<file path="config.mk">
export PLATFORM = sky130hd
export DESIGN_NAME = genius_key_capture_flat
export DESIGN_NICKNAME = d
export VERILOG_FILES = /design/src/rtl/genius_pkg.sv /design/src/rtl/genius_key_capture_if.sv /design/src/rtl/key_debounce.sv /design/src/rtl/genius_key_capture.sv /design/src/flat_wrapper.sv
export SDC_FILE = /design/constraint.sdc
export NUM_CORES = 1
export LEC_CHECK = 0
export CAP_MARGIN = 25
export CELL_PAD_IN_SITES_DETAIL_PLACEMENT = 0
export CELL_PAD_IN_SITES_GLOBAL_PLACEMENT = 1
export CORE_MARGIN = 3
export CORE_UTILIZATION = 42
export CTS_BUF_LIST = sky130_fd_sc_hd__clkbuf_8
export CTS_CLUSTER_SIZE = 28
export DETAILED_ROUTE_END_ITERATION = 12
export PLACE_DENSITY = 0.82
export SKIP_LAST_GASP = 1
export SLEW_MARGIN = 40
export SYNTH_ARGS = -nofsm -noshare
export SYNTH_HDL_FRONTEND = slang
export SYNTH_SLANG_ARGS = --single-unit
</file>
<file path="constraint.sdc">
create_clock -name CLOCK_50 -period 6.1 [get_ports CLOCK_50]
set_clock_uncertainty 0.1 [all_clocks]
set_input_delay 0.61 -clock CLOCK_50 [delete_from_list [all_inputs] [get_ports CLOCK_50]]
set_output_delay 0.61 -clock CLOCK_50 [all_outputs]
set_load 0.02 [all_outputs]
</file>
<file path="src/rtl/genius_pkg.sv">
// Shared definitions for the Genius key-capture path.
// Holds the colour codes produced for each button, the capture FSM state encoding,
// default timing/size parameters and the round-length clamp helper.
package genius_pkg;

  // Colour code per push-button index
  localparam logic [1:0] GREEN  = 2'd0;
  localparam logic [1:0] RED    = 2'd1;
  localparam logic [1:0] YELLOW = 2'd2;
  localparam logic [1:0] BLUE   = 2'd3;

  typedef enum logic [1:0] {
    StIdle,
    StCapture,
    StDone
  } cap_state_e;

  localparam int unsigned DefDebCycles     = 1000000;    // 20 ms at 50 MHz
  localparam int unsigned DefMaxLen        = 32;
  localparam int unsigned DefTimeoutCycles = 250000000;  // 5 s at 50 MHz

  // Effective round length: 0 behaves as 1, anything above the buffer depth saturates.
  function automatic logic [5:0] clamp_len(input logic [5:0] len, input logic [5:0] max_len);
    if (len == 6'd0) return 6'd1;
    if (len > max_len) return max_len;
    return len;
  endfunction

endpackage

</file>
<file path="src/rtl/genius_key_capture_if.sv">
// Controller <-> key-capture bus of the Genius game.
//   enable     controller is in its user-entry state
//   round_len  entries expected this round
//   rd_idx     buffer read index; rd_code returns buffer[rd_idx] one cycle later
//   key_valid  one-cycle pulse per accepted press, key_code holds its colour
//   count      entries captured this round
//   end_User   full round captured (level); end_time inactivity timeout (level)
// master: controller side; slave: key-capture side.
interface genius_key_capture_if;
  logic       enable;
  logic [5:0] round_len;
  logic [4:0] rd_idx;
  logic [1:0] rd_code;
  logic       key_valid;
  logic [1:0] key_code;
  logic [5:0] count;
  logic       end_User;
  logic       end_time;

  modport master (
    output enable, round_len, rd_idx,
    input  rd_code, key_valid, key_code, count, end_User, end_time
  );

  modport slave (
    input  enable, round_len, rd_idx,
    output rd_code, key_valid, key_code, count, end_User, end_time
  );
endinterface

</file>
<file path="src/rtl/key_debounce.sv">
// Conditioning for one active-low push-button.
//   clk_i, rst_ni  clock, asynchronous active-low reset
//   key_ni         raw button, active-low, asynchronous to clk_i
//   stable_o       debounced level (1 = released)
//   press_o        one-cycle pulse, registered, on a debounced 1->0 transition
module key_debounce #(
  parameter int unsigned DEB_CYCLES = 4
) (
  input  logic clk_i,
  input  logic rst_ni,
  input  logic key_ni,
  output logic stable_o,
  output logic press_o
);

  localparam int unsigned CntW = (DEB_CYCLES > 1) ? $clog2(DEB_CYCLES) : 1;

  logic [1:0]      sync_q;
  logic            synced;
  logic [CntW-1:0] cnt_q, cnt_d;
  logic            stable_q, stable_d;
  logic            armed_q, armed_d;
  logic            press_q, press_d;

  assign synced = sync_q[1];

  // armed_q only sets once the key has been seen released after reset, so a button
  // held through reset settles to "pressed" without producing an event.
  always_comb begin
    cnt_d    = cnt_q;
    stable_d = stable_q;
    armed_d  = armed_q;
    press_d  = 1'b0;
    if (synced == stable_q) begin
      cnt_d = '0;
      if (synced) armed_d = 1'b1;
    end else if (cnt_q == CntW'(DEB_CYCLES - 1)) begin
      cnt_d    = '0;
      stable_d = synced;
      press_d  = stable_q & armed_q;  // flipping away from 1 means a press
    end else begin
      cnt_d = cnt_q + 1'b1;
    end
  end

  // Synchronizer resets to "pressed" so the release check above needs a real sample.
  always_ff @(posedge clk_i or negedge rst_ni) begin
    if (!rst_ni) begin
      sync_q   <= '0;
      cnt_q    <= '0;
      stable_q <= 1'b1;
      armed_q  <= 1'b0;
      press_q  <= 1'b0;
    end else begin
      sync_q   <= {sync_q[0], key_ni};
      cnt_q    <= cnt_d;
      stable_q <= stable_d;
      armed_q  <= armed_d;
      press_q  <= press_d;
    end
  end

  assign stable_o = stable_q;
  assign press_o  = press_q;

endmodule

</file>
<file path="src/rtl/genius_key_capture.sv">
// User-side input path of the Genius game: debounces the four buttons, encodes each
// accepted press as a colour code, stores the codes in order and flags a full round.
//   CLOCK_50  system clock
//   reset     asynchronous active-low reset
//   KEY       raw buttons, active-low
//   leds      live debounced key state, active-high
//   bus       controller bus (slave side), see genius_key_capture_if
// Optional inactivity timeout: define GENIUS_KEY_TIMEOUT_EN (adds TIMEOUT_CYCLES).
module genius_key_capture
  import genius_pkg::*;
#(
  parameter int unsigned N_KEY      = 4,
  parameter int unsigned DEB_CYCLES = DefDebCycles,
  parameter int unsigned MAX_LEN    = DefMaxLen
`ifdef GENIUS_KEY_TIMEOUT_EN
  ,
  parameter int unsigned TIMEOUT_CYCLES = DefTimeoutCycles
`endif
) (
  input  logic             CLOCK_50,
  input  logic             reset,
  input  logic [N_KEY-1:0] KEY,
  output logic [N_KEY-1:0] leds,
  genius_key_capture_if.slave bus
);

  localparam int unsigned AddrW = $clog2(MAX_LEN);

  logic [N_KEY-1:0] stable, press;
  logic             press_any;
  logic [1:0]       press_code;

  cap_state_e state_q, state_d;
  logic [5:0] count_q, count_d;
  logic [5:0] len_q, len_d;
  logic [1:0] key_code_q, key_code_d;
  logic       key_valid_q, key_valid_d;
  logic [1:0] rd_code_q;
  logic       wr_en;
  logic       tmo_hit;
  logic       end_time_s;
  logic [1:0] mem_q [MAX_LEN];

  for (genvar g = 0; g < N_KEY; g++) begin : g_key
    key_debounce #(
      .DEB_CYCLES(DEB_CYCLES)
    ) u_key_debounce (
      .clk_i   (CLOCK_50),
      .rst_ni  (reset),
      .key_ni  (KEY[g]),
      .stable_o(stable[g]),
      .press_o (press[g])
    );
  end

  assign leds = ~stable;

  // Lowest index wins; simultaneous higher-index presses are discarded.
  always_comb begin
    press_any  = 1'b0;
    press_code = GREEN;
    for (int i = N_KEY - 1; i >= 0; i--) begin
      if (press[i]) begin
        press_any  = 1'b1;
        press_code = 2'(i);
      end
    end
  end

  always_comb begin
    state_d     = state_q;
    count_d     = count_q;
    len_d       = len_q;
    key_code_d  = key_code_q;
    key_valid_d = 1'b0;
    wr_en       = 1'b0;
    case (state_q)
      StIdle: begin
        count_d = '0;
        if (bus.enable) begin
          state_d = StCapture;
          len_d   = clamp_len(bus.round_len, 6'(MAX_LEN));
        end
      end
      StCapture: begin
        if (!bus.enable) begin
          // A press landing in this cycle is dropped with the round.
          state_d = StIdle;
          count_d = '0;
        end else if (press_any) begin
          wr_en       = 1'b1;
          key_code_d  = press_code;
          key_valid_d = 1'b1;
          count_d     = count_q + 6'd1;
          if (count_q + 6'd1 == len_q) state_d = StDone;
        end else if (tmo_hit) begin
          state_d = StDone;
        end
      end
      StDone: begin
        if (!bus.enable) begin
          state_d = StIdle;
          count_d = '0;
        end
      end
      default: state_d = StIdle;
    endcase
  end

  always_ff @(posedge CLOCK_50 or negedge reset) begin
    if (!reset) begin
      state_q     <= StIdle;
      count_q     <= '0;
      len_q       <= 6'd1;
      key_code_q  <= GREEN;
      key_valid_q <= 1'b0;
      rd_code_q   <= '0;
    end else begin
      state_q     <= state_d;
      count_q     <= count_d;
      len_q       <= len_d;
      key_code_q  <= key_code_d;
      key_valid_q <= key_valid_d;
      rd_code_q   <= mem_q[bus.rd_idx];  // old data on same-cycle read/write
    end
  end

  // Buffer contents survive reset; only entries below count are meaningful.
  always_ff @(posedge CLOCK_50) begin
    if (wr_en) mem_q[count_q[AddrW-1:0]] <= press_code;
  end

`ifdef GENIUS_KEY_TIMEOUT_EN
  localparam int unsigned TmoW = (TIMEOUT_CYCLES > 1) ? $clog2(TIMEOUT_CYCLES) : 1;

  logic [TmoW-1:0] tmo_q, tmo_d;
  logic            end_time_q;

  // Restarts on CAPTURE entry (counter is 0 outside CAPTURE) and on each press.
  always_comb begin
    tmo_d = '0;
    if (state_q == StCapture && !press_any) tmo_d = tmo_q + 1'b1;
  end

  assign tmo_hit = (tmo_q == TmoW'(TIMEOUT_CYCLES - 1));

  // CAPTURE->DONE without a press can only be the timeout.
  always_ff @(posedge CLOCK_50 or negedge reset) begin
    if (!reset) begin
      tmo_q      <= '0;
      end_time_q <= 1'b0;
    end else begin
      tmo_q      <= tmo_d;
      end_time_q <= (state_d == StDone) &&
                    (end_time_q || (state_q == StCapture && !press_any));
    end
  end

  assign end_time_s = end_time_q;
`else
  assign tmo_hit    = 1'b0;
  assign end_time_s = 1'b0;
`endif

  assign bus.rd_code   = rd_code_q;
  assign bus.key_valid = key_valid_q;
  assign bus.key_code  = key_code_q;
  assign bus.count     = count_q;
  assign bus.end_User  = (state_q == StDone) && !end_time_s;
  assign bus.end_time  = end_time_s;

endmodule

</file>
<file path="src/flat_wrapper.sv">
// flat-port wrapper written by rule: the top's interface ports become plain ports
module genius_key_capture_flat import genius_pkg::*;
#(
  parameter int unsigned N_KEY      = 4,
  parameter int unsigned DEB_CYCLES = DefDebCycles,
  parameter int unsigned MAX_LEN    = DefMaxLen

)
  (CLOCK_50, reset, KEY, leds, bus_enable, bus_round_len, bus_rd_idx, bus_rd_code, bus_key_valid, bus_key_code, bus_count, bus_end_User, bus_end_time);
  genius_key_capture_if bus_i ();
  input  logic CLOCK_50;
  input  logic reset;
  input  logic [N_KEY-1:0] KEY;
  output logic [N_KEY-1:0] leds;
  input wire logic [$bits(bus_i.enable)-1:0] bus_enable;
  input wire logic [$bits(bus_i.round_len)-1:0] bus_round_len;
  input wire logic [$bits(bus_i.rd_idx)-1:0] bus_rd_idx;
  output wire logic [$bits(bus_i.rd_code)-1:0] bus_rd_code;
  output wire logic [$bits(bus_i.key_valid)-1:0] bus_key_valid;
  output wire logic [$bits(bus_i.key_code)-1:0] bus_key_code;
  output wire logic [$bits(bus_i.count)-1:0] bus_count;
  output wire logic [$bits(bus_i.end_User)-1:0] bus_end_User;
  output wire logic [$bits(bus_i.end_time)-1:0] bus_end_time;
  assign bus_i.enable = bus_enable;
  assign bus_i.round_len = bus_round_len;
  assign bus_i.rd_idx = bus_rd_idx;
  assign bus_rd_code = bus_i.rd_code;
  assign bus_key_valid = bus_i.key_valid;
  assign bus_key_code = bus_i.key_code;
  assign bus_count = bus_i.count;
  assign bus_end_User = bus_i.end_User;
  assign bus_end_time = bus_i.end_time;
  genius_key_capture #(.N_KEY(N_KEY), .DEB_CYCLES(DEB_CYCLES), .MAX_LEN(MAX_LEN)) u_core (.CLOCK_50(CLOCK_50), .reset(reset), .KEY(KEY), .leds(leds), .bus(bus_i));
endmodule
</file>
Word-level counts from Yosys, hierarchy flattened
Memory sizes are Yosys's and may differ from the RTL's. A register that Yosys moved wholly into a read port is not among the register bits. Index checks and enable logic that the tools add are counted.

Logic and storage cells: 122. Register bits after elaboration: 117. Bits of input ports: 18. RAM bits: 64. Memories kept: 1. Output and inout bits: 17.

Memories: u_core.mem_q (words 32, bits a word 2, read ports 1, clocked after memory_dff 1, write ports 1, RTL line genius_key_capture.sv:42) `logic [1:0] mem_q [MAX_LEN];`.

Magnitude comparators: 1. Reduce and logical (&&, ||, !) cells: 16. Add/sub/neg operators: 5. Eq/ne operators: 15. Bitwise logic cells: 9. Mux-type cells: 50.

Operator list (number): 20-bit two-way mux (8); 20-bit by 1-bit adder with 20-bit output, second input constant (4); 20-bit == test, second input constant (4); 6-bit two-way mux (7); 1-bit two-way mux (24); 2-bit two-way mux (9); 6-bit case mux with 3 select lines (1); 2-bit AND reduction (9); 6-bit by 1-bit adder with 6-bit output, second input constant (1); 6-bit == test (1); 6-bit greater-than comparator, second input constant (1); 6-bit logical NOT (1); 3-bit by 2-bit inequality test with 1-bit output, second input constant (2); 2-bit case mux with 3 select lines (1); 3-bit AND reduction (2); 1-bit bitwise AND (4); 1-bit == test (4); 2-bit inequality test, second input constant (2); 1-bit inverter (4); 4-bit inverter (1); 4-bit AND reduction (1); 3-bit nonzero test (1); 2-bit by 1-bit == test with 1-bit output, second input constant (1); 2-bit == test, second input constant (1); 2 further kinds (2).

Logic depth before layout (Yosys ltp)
Gate-level depths: netlist (run 1).

Depth in word-level cells: 9. Gate-level depth with buffers: 8. Gate-level depth less buffers: 7.

Hierarchy
Synthesis (run 1) repeated with hierarchy kept, for this count alone.

Cell total of the unflattened synthesis: 774. Area total of the unflattened synthesis: 8528.2 µm².

Modules (own cells, without submodules): key_debounce (cells an instance 119, instances 4, sequential area each 626.9 µm², area an instance 1179.9 µm²); genius_key_capture (cells an instance 298, instances 1, sequential area each 2398.6 µm², area an instance 3808.7 µm²).

Least setup slack after synthesis (run 1)
OpenSTA, ideal clock, no wires.

Kind: flip-flop to flip-flop. Start point: register u_core.g_key[1].u_key_debounce.press_q. End point: memory u_core.mem_q[0][1] (data pin). Required time: 5.545 ns. Arrival time: 1.752 ns. Cell stages (with the launch flop): 2. Clock period less this slack: 2.307 ns. Path slack: 3.793 ns. Cells stage by stage: dfrtp_1 -> nor3_1.

Word-level cells in the longest chain between the ends: 2.

RTL lines: from (decl) (RTL line key_debounce.sv:23) `logic press_q, press_d;`; from (signal assigned) (RTL line key_debounce.sv:59) `press_q <= press_d;`; 2-bit two-way mux (2 in series) (RTL line genius_key_capture.sv:63) `if (press[i]) begin`; via u_core.press_code[1] (RTL line genius_key_capture.sv:31) `logic [1:0] press_code;`; to (decl) (RTL line genius_key_capture.sv:42).

The timed path passes the listed nets, and every way through them passes these cells.

Final worst setup path (run 1)
Start point: register u_core.count_q[2] (netlist: u_core.bus.count[2]). End point: output bus_count[2].

RTL lines: from (decl) (RTL line genius_key_capture.sv:34) `logic [5:0] count_q, count_d;`; from (signal assigned) (RTL line genius_key_capture.sv:120) `count_q <= count_d;`; to (decl) (RTL line flat_wrapper.sv:21) `output wire logic [$bits(bus_i.count)-1:0] bus_count;`.

No word-level cell between the ends.

==> results of run 1 <==
## cell families after synthesis
logic type	Yosys count	synth area share, %
other cells	1	0.0453
xor+xnor	82	8.67
compound gates	46	3.82
fa+ha+maj	12	1.81
simple gates	333	19.4
buf+inv	43	2.51
flops	183	59.2
mux	37	4.55
## final timing paths
check                                                    startpoint  slack [ns]                                       end  cells after the start
min in group CLOCK_50      u_core.g_key[2].u_key_debounce.sync_q[0]        0.26  u_core.g_key[2].u_key_debounce.sync_q[1]                      0
max in group asynchronous                                     reset        4.74  u_core.g_key[3].u_key_debounce.cnt_q[13]                      2
min                                                           reset        0.07                    u_core.bus.key_code[0]                      1
max reg2reg                 u_core.g_key[1].u_key_debounce.cnt_q[0]        3.83  u_core.g_key[1].u_key_debounce.cnt_q[14]                      6
max                                             u_core.bus.count[2]        3.47                              bus_count[2]                      1
min reg2reg                u_core.g_key[2].u_key_debounce.sync_q[0]        0.26  u_core.g_key[2].u_key_debounce.sync_q[1]                      0
## metrics by stage
stage               setup slack, ns  total power, uW  instances  hold slack (ns)  util, %
global placement               3.28             1420       1013            0.234     46.5
finish                         3.47             2220       1045           0.0721     48.7
floorplan                      3.79             1370        737            0.214        -
global route                   3.37             2320       1045           0.0922     48.7
CTS                            3.41             2250       1045           0.0722     48.7
detailed placement             3.19             1420       1013            0.236     46.5
## flip-flops by register name, indices dropped and copies added, names as in the netlist
register / count
u_core.mem_q: 64
u_core.bus.rd_code: 2
u_core.g_key.u_key_debounce.armed_q: 4
u_core.g_key.u_key_debounce.stable_o: 4
u_core.bus.key_valid: 1
u_core.state_q: 2
u_core.bus.key_code: 2
u_core.len_q: 6
u_core.g_key.u_key_debounce.sync_q: 8
u_core.g_key.u_key_debounce.press_o: 4
u_core.bus.count: 6
u_core.g_key.u_key_debounce.cnt_q: 80
## Yosys cell counts (2+ instances only)
library cell | number | area share, %
sky130_fd_sc_hd__and3_2 | 3 | 0.27
sky130_fd_sc_hd__dfrtp_1 | 114 | 34
sky130_fd_sc_hd__or3_1 | 2 | 0.15
sky130_fd_sc_hd__nor4b_1 | 6 | 0.63
sky130_fd_sc_hd__nand3_1 | 32 | 1.9
sky130_fd_sc_hd__and4_1 | 4 | 0.42
sky130_fd_sc_hd__nor2_1 | 145 | 6.6
sky130_fd_sc_hd__and4b_1 | 2 | 0.24
sky130_fd_sc_hd__nor3_1 | 13 | 0.79
sky130_fd_sc_hd__a22oi_1 | 14 | 1.3
sky130_fd_sc_hd__a22o_1 | 3 | 0.32
sky130_fd_sc_hd__nor2b_1 | 4 | 0.30
sky130_fd_sc_hd__o21ai_0 | 11 | 0.66
sky130_fd_sc_hd__edfxtp_1 | 64 | 23
sky130_fd_sc_hd__xor2_1 | 41 | 4.3
sky130_fd_sc_hd__ha_1 | 12 | 1.8
sky130_fd_sc_hd__and3_1 | 11 | 0.83
sky130_fd_sc_hd__o31ai_1 | 3 | 0.27
sky130_fd_sc_hd__or2_2 | 5 | 0.38
sky130_fd_sc_hd__nand2_1 | 54 | 2.4
sky130_fd_sc_hd__buf_4 | 4 | 0.36
sky130_fd_sc_hd__and2_1 | 4 | 0.30
sky130_fd_sc_hd__dfstp_2 | 5 | 1.6
sky130_fd_sc_hd__nor4_1 | 5 | 0.38
sky130_fd_sc_hd__nor3b_1 | 2 | 0.18
sky130_fd_sc_hd__clkbuf_1 | 9 | 0.41
sky130_fd_sc_hd__a31oi_1 | 2 | 0.15
sky130_fd_sc_hd__inv_1 | 21 | 0.95
sky130_fd_sc_hd__nor3_2 | 2 | 0.24
sky130_fd_sc_hd__xnor2_1 | 41 | 4.3
sky130_fd_sc_hd__a21oi_1 | 4 | 0.24
sky130_fd_sc_hd__mux2i_1 | 32 | 3.9
sky130_fd_sc_hd__buf_2 | 6 | 0.36
sky130_fd_sc_hd__o311ai_0 | 2 | 0.21
sky130_fd_sc_hd__nand4b_1 | 3 | 0.32
sky130_fd_sc_hd__nand2b_1 | 7 | 0.53
sky130_fd_sc_hd__mux2_2 | 5 | 0.68
sky130_fd_sc_hd__nand4_1 | 20 | 1.5
sky130_fd_sc_hd__nand3b_1 | 3 | 0.27
## per-layer routing
metal	share of wire [%]	vias up	wire length, um
met5	0	-	0
met4	1.5	0	239
met3	4.1	20	639
met2	48	74	7470
met1	46	2586	7170
li1	-	2612	-
## power breakdown
part	switching [uW]	internal [uW]	total, uW
sequential	11.8	1280	1290
clock	487	348	835
combinational	58.8	38.6	97.4
## final cells by class
| class | count | area [um^2] |
|---|---|---|
| clock buffer | 17 | 234 |
| clock inverter | 15 | 170 |
| fill | 1794 | 9760 |
| inverter | 21 | 78.8 |
| multi-input combinational | 511 | 3170 |
| sequential | 183 | 4910 |
| tap | 260 | 325 |
| timing repair buffer | 38 | 367 |
## worst reg2reg max path: stages, from the launching register on
cell                       delay [ns]
sky130_fd_sc_hd__dfrtp_1         0.40
sky130_fd_sc_hd__ha_1            0.24
sky130_fd_sc_hd__inv_1           0.07
sky130_fd_sc_hd__or3_4           0.39
sky130_fd_sc_hd__nor3_2          0.19
sky130_fd_sc_hd__nand2b_1        0.60
sky130_fd_sc_hd__nor2_1          0.13
==> results, run 1 <==
- The startpoint type of the worst setup path is a register.
- The die covers 21400 um^2.
- After the last flow step, the layout net total stands at around 800.
- The clock reaches the later pin of the worst-skew pair after 0.47 ns.
- After global routing, the most crowded layer is met2.
- The run finished with clean final reports.
- The global-route wire length before repair is approximately 27000 um.
- For this design the static power due to leakage is around 0.0038 uW.
- Of the cells placed in the final design, the portion with a size suffix greater than 1 is under 10%.
- The number of antenna diodes is 0.
- The cell area that synthesis handed to floorplanning was between 8000 and 9000 um^2.
- The clock-pin slew on the worst setup and hold paths is 0.10 ns.
- The type of the worst setup path is register to output pin.
- The library cell used most frequently in the layout, excluding fill and tap cells, is sky130_fd_sc_hd__nor2_1.
- Summing all placed instances gives a cell area of 8850 um^2.
- The count of nets left with antenna violations once routing finished came out at 0.
- The category of cells accounting for the largest share of critical-path delay is buffers and inverters.
- Setup repair after global routing left no endpoint under its margin.
- The async set or reset register ratio after synthesis is roughly two thirds.
- The finished cells cover 9260 um^2.
- When the netlist entered floorplanning its net count stood at approximately 770.
- The count of pins on the block boundary is 35.
- Buffers added to address setup during post-CTS repair amount to 0.
- The fraction of met1 tracks used by global routing is approximately a fifth.
- TritonCTS built the clock tree.
- Static timing analysis puts the maximum clock frequency at 0.380 GHz.
- The sum of negative setup slack is 0 ns.
- In this design, the stage delay of the slowest critical-path cell is 0.77 ns.
- The initial utilization of the core area, before any placement, comes to a little over two fifths.
- The mean post-synth cell area is 11.2 um^2.
- The synthesized design contains 183 register bits.
- The number of DRC markers after the initial detailed-route iteration is 374.
- In the final routed layout, each cell accounts on average for 14.9 um.
- The number of setup violations in the final report is 0.
- Max-cap violations in this run came to 0.
- The number of unique standard cell types used by synthesis is 56.
- The floorplan step set the die height to 146 um.
- The maximum fanout along the worst path is 17.
- The residual DRC count is 0.
- In the layout the commonest cells are 145 x sky130_fd_sc_hd__nor2_1, 114 x sky130_fd_sc_hd__dfrtp_1, 64 x sky130_fd_sc_hd__edfxtp_1, 54 x sky130_fd_sc_hd__nand2_1.
- Across the VDD grid, the largest voltage drop is about 0.00019 V.
- In this run, post-CTS hold repair placed 0 buffers.
- The cell chosen for the clock root is sky130_fd_sc_hd__clkbuf_8.
- STA puts the critical path data required time at 5.39 ns.
- The commonest register cell after synthesis is sky130_fd_sc_hd__dfrtp_1.
- STA classifies the critical path endpoint as an output pin.
- The half-perimeter wire length of the detailed placement result is 10400 um.
- Counting I/O delays and the setup requirement, the final critical path takes 2.63 ns.
- The signal on the critical path passes through clkdlybuf4s50_1.
- The count of buffers from port buffering is 33.
- The period utilization is a little over two fifths.
- The maximum clock insertion buffer count is 2.
- Global routing used 3.66% of the available met3 tracks.
- The number of global-route vias before repair came to roughly 5400.
- The number of warnings printed during yosys synthesis is 0.
- The total CTS buffers is 17.
- The met2 capacity usage during global routing is 24.4%.
- The proportion of synthesized chip area in sequential cells is 59.2%.
- The floorplan die width is 146 um.
- At the end of routability-driven placement, the weighted congestion stood at 0.736.
- Together, buffers and inverters on the worst path number 1.
- The number of antenna violations at the first check in global routing came to 0.
- Headroom to the max-slew limit came out at between 50% and 60%.
- The cell at the slowest stage of the critical path is sky130_fd_sc_hd__clkdlybuf4s50_1.
- The number of instances resized during post-cts repair is 0.
- The largest net degree at the start of global routing is slightly below 70.
- In this run, synthesis inferred 64 flip-flops with an integrated enable.
- For the pin with the worst max-slew slack, the measured transition is 0.717 ns.
- The total number of clock tree sinks is 183.
- The max-slew violation count is 0.
- For this block, the routed nets add up to 15500 um of wire.
- The global route total overflow is 0.
- The region available for standard cell placement spans between 15000 and 20000 um^2.
- The H-tree was split into 4 levels.
- The global-route total usage across every layer is 15.2%.
- The area added between synthesis and finish is 11.7%.
- The routed layout has 5292 vias.
- The worst min-delay path class is input pin to async pin.
- Before antenna repair, the detailed router went through 4 iterations.
- The per-cell via count in the routed design is 5.06.
- The number of endpoints with negative hold slack in the final report is 0.
- The data arrival time of the critical path is about 1.9 ns.
- The count of mapped cells out of synthesis is 737.
- Dividing total power by cell area gives a power density of 240 nW/um^2.
- Row generation in the floorplan step produced 50 rows.
Power figures use the tool's default switching activity.
==> run 2, diff against run 1 <==
PLACE_DENSITY = 0.84   (was 0.82)
clock period = 2.1 ns   (was 6.1 ns; I/O delays follow)
==> results, run 2 (same netlist as run 1, synthesis figures left out) <==
- The met3 layer wire length in the routed design is 528 um (-17%).
- The number of global-route vias before repair is 5356 (-1.0%).
- The count of pins on the block boundary was 35 (unchanged).
- The weighted congestion at the end of routability-driven global placement is 0.781 (+6.1%).
- The flip-flop count of the largest register after layout is 80 (unchanged).
- The sum of negative setup slack was 0 ns (unchanged).
- The area of the die is 21400 um^2 (unchanged).
- TritonCTS built the clock tree.
- The worst hold path belongs to the class input pin to register.
- The number of H-tree levels is 4 (unchanged).
- The number of DRC markers after the initial detailed-route iteration is 310 (-17%).
- The critical path required time was 1.79 ns (-3.60 ns).
- The final routed wire length divided by cell count was 14.1 um (-5.3%).
- The cell depth of the worst flop-to-flop path is 7 (+1).
- The routed wire length is 15100 um (-2.5%).
- The half-perimeter wire length of the detailed placement result was 10500 um (+1.3%).
- The clock-pin slew on the worst setup and hold paths is 0.09 ns (about the same).
- The max-slew violation count is 0 (unchanged).
- The maximum clock insertion buffer count is 2 (unchanged).
- The number of setup violations in the final report is 0 (unchanged).
- The detailed-routed wire length on met2 is 7220 um (-3.4%).
- The share of final-layout standard cells stronger than drive strength 1 is 12.0% (+3.7 points).
- The largest net degree at the start of global routing came to 56 (-19%).
- The maximum fanout along the worst path came to 6 (-11).
- The worst setup path is captured at an output pin.
- The shortest period the worst path allows is approximately 2 ns.
- The area inside the core boundary is 19000 um^2 (unchanged).
- The floorplan die width was 146 um (unchanged).
- The number of nets with antenna violations after detailed routing is 0 (unchanged).
- The number of antenna diodes is 0 (unchanged).
- The power density normalized to cell area came to 659 nW/um^2 (+170%).
- The total CTS buffers was 17 (unchanged).
- The detailed-router iteration count before antenna repair is 5 (+1).
- Relative to the synthesized area, the layout overhead comes to 14.5%.
- The total number of clock tree sinks is 183 (unchanged).
- The startpoint of the worst setup timing path is u_core.bus.count[0].
- The number of antenna violations at the first check in global routing came to 0 (unchanged).
- The cell sitting at the root of the clock tree is a sky130_fd_sc_hd__clkbuf_8.
- In the finished design, the share of the clock period the worst path needs comes to 94.0%.
- The peak ir drop on the vdd network is 0.000416 V (+120%).
- The worst register-to-register path begins at u_core.bus.count[0].
- The via total after detailed routing came to 5310 (+0.34%).
- The residual DRC count was 0 (unchanged).
- Static timing analysis puts the maximum clock frequency at 0.507 GHz.
- The per-cell via count in the routed design is 4.93 (-2.6%).
- The fill cell instance count of the final layout was 1753 (-2.3%).
- The global route total overflow is 0 (unchanged).
- The floorplan row count is 50 (unchanged).
- The initial cell density of the core is 43.6% (unchanged).
- The flow ran to the end, and the final reports show no timing, DRC or antenna violations.
- The type of the worst setup path is register to output pin.
- The reg2reg setup slack came to 0.21 ns (-3.62 ns).
- The routed length on met1 is 7190 um (+0.17%).
- The height of the chip is 146 um (unchanged).
- The most common cell after layout, fill and taps aside is sky130_fd_sc_hd__nor2_1.
- The number of endpoints with negative hold slack in the final report is 0 (unchanged).
- The register with the most flip-flops in the final layout is u_core.g_key.u_key_debounce.cnt_q.
- The static power due to leakage came to 0.00396 uW (+4.0%).
- The top cell types in the final layout, fill and taps aside, are 145 x sky130_fd_sc_hd__nor2_1, 111 x sky130_fd_sc_hd__dfrtp_1, 64 x sky130_fd_sc_hd__edfxtp_1, 54 x sky130_fd_sc_hd__nand2_1.
- The startpoint type of the worst setup path is a register.
- The end of the worst register-to-register path is u_core.state_q[0].
- The count of buffers from port buffering came to 33 (unchanged).
- Setup repair after global routing left no endpoint under its margin.
- The global-route total usage across every layer is 14.9% (-0.34 points).
- The hold slack came to 0.0867 ns (+0.0146 ns).
- The global-route wire length before repair is 25900 um (-2.6%).
- The clock latency of the later-clocked register in the worst-skew pair came to 0.45 ns (-0.02 ns).
- The capture point of the worst path is bus_count[0].
- The count of maximum capacitance violations is 0 (unchanged).
- The net count reported at finish is 833 (+3.9%).
- The data arrival time of the critical path was 1.66 ns (-0.26 ns).
- Signal routing reaches up to met4.
## run 2: final cells by class
class	count	area, um^2	area share [%]
Clock buffer	17	234	2.47
Clock inverter	15	130	1.37
Inverter	21	78.8	0.831
Multi-Input combinational cell	511	3180	33.6
Sequential cell	183	4910	51.8
Tap cell	260	325	3.43
Timing Repair Buffer	69	623	6.57
## run 2: how the worst min path moves through the flow
stage          startpoint                                       end  cells past startpoint
6_report           KEY[1]  u_core.g_key[1].u_key_debounce.sync_q[0]                      1
2_1_floorplan       reset                       u_core.bus.count[0]                      0
3_3_place_gp        reset   u_core.g_key[2].u_key_debounce.cnt_q[1]                      1
5_1_grt            KEY[1]  u_core.g_key[1].u_key_debounce.sync_q[0]                      1
4_1_cts            KEY[1]  u_core.g_key[1].u_key_debounce.sync_q[0]                      1
3_5_place_dp        reset  u_core.g_key[2].u_key_debounce.cnt_q[18]                      1
## run 2: report_power, final
part	internal, uW	switching [uW]
logic	136	174
registers	3720	33.9
clock network	937	1250
## run 2: what timing repair did
action | CTS | global route
buffers inserted | 1 | 0
hold endpoints to repair | 43 | 0
gates resized for setup | 3 | 3
gates cloned | 0 | 0
hold buffers | 1 | 0
setup endpoints to repair | 3 | 3
## run 2: through the flow
step | setup slack (ns) | instances | power [uW] | util [%] | cell area [um^2]
after floorplan | 0.227 | 737 | 3990 | - | 8290
after global placement | -0.0603 | 1042 | 4130 | 47.8 | 9090
after detailed placement | -0.120 | 1042 | 4140 | 47.8 | 9090
after CTS | -0.0583 | 1076 | 6330 | 49.8 | 9470
after global routing | 0.0403 | 1076 | 6520 | 49.9 | 9480
final | 0.126 | 1076 | 6250 | 49.9 | 9480
## run 2: critical path, stage by stage (launching register included)
cell and delay (ns):
sky130_fd_sc_hd__dfrtp_1 0.45, sky130_fd_sc_hd__buf_4 0.17, sky130_fd_sc_hd__clkdlybuf4s50_1 0.60
## run 2: per-layer routing
metal  global-route usage (%)  vias up
met5                        0        -
met4                     4.84        0
met3                     3.57       13
met2                     24.0       73
met1                     20.0     2555
li1                         -     2669
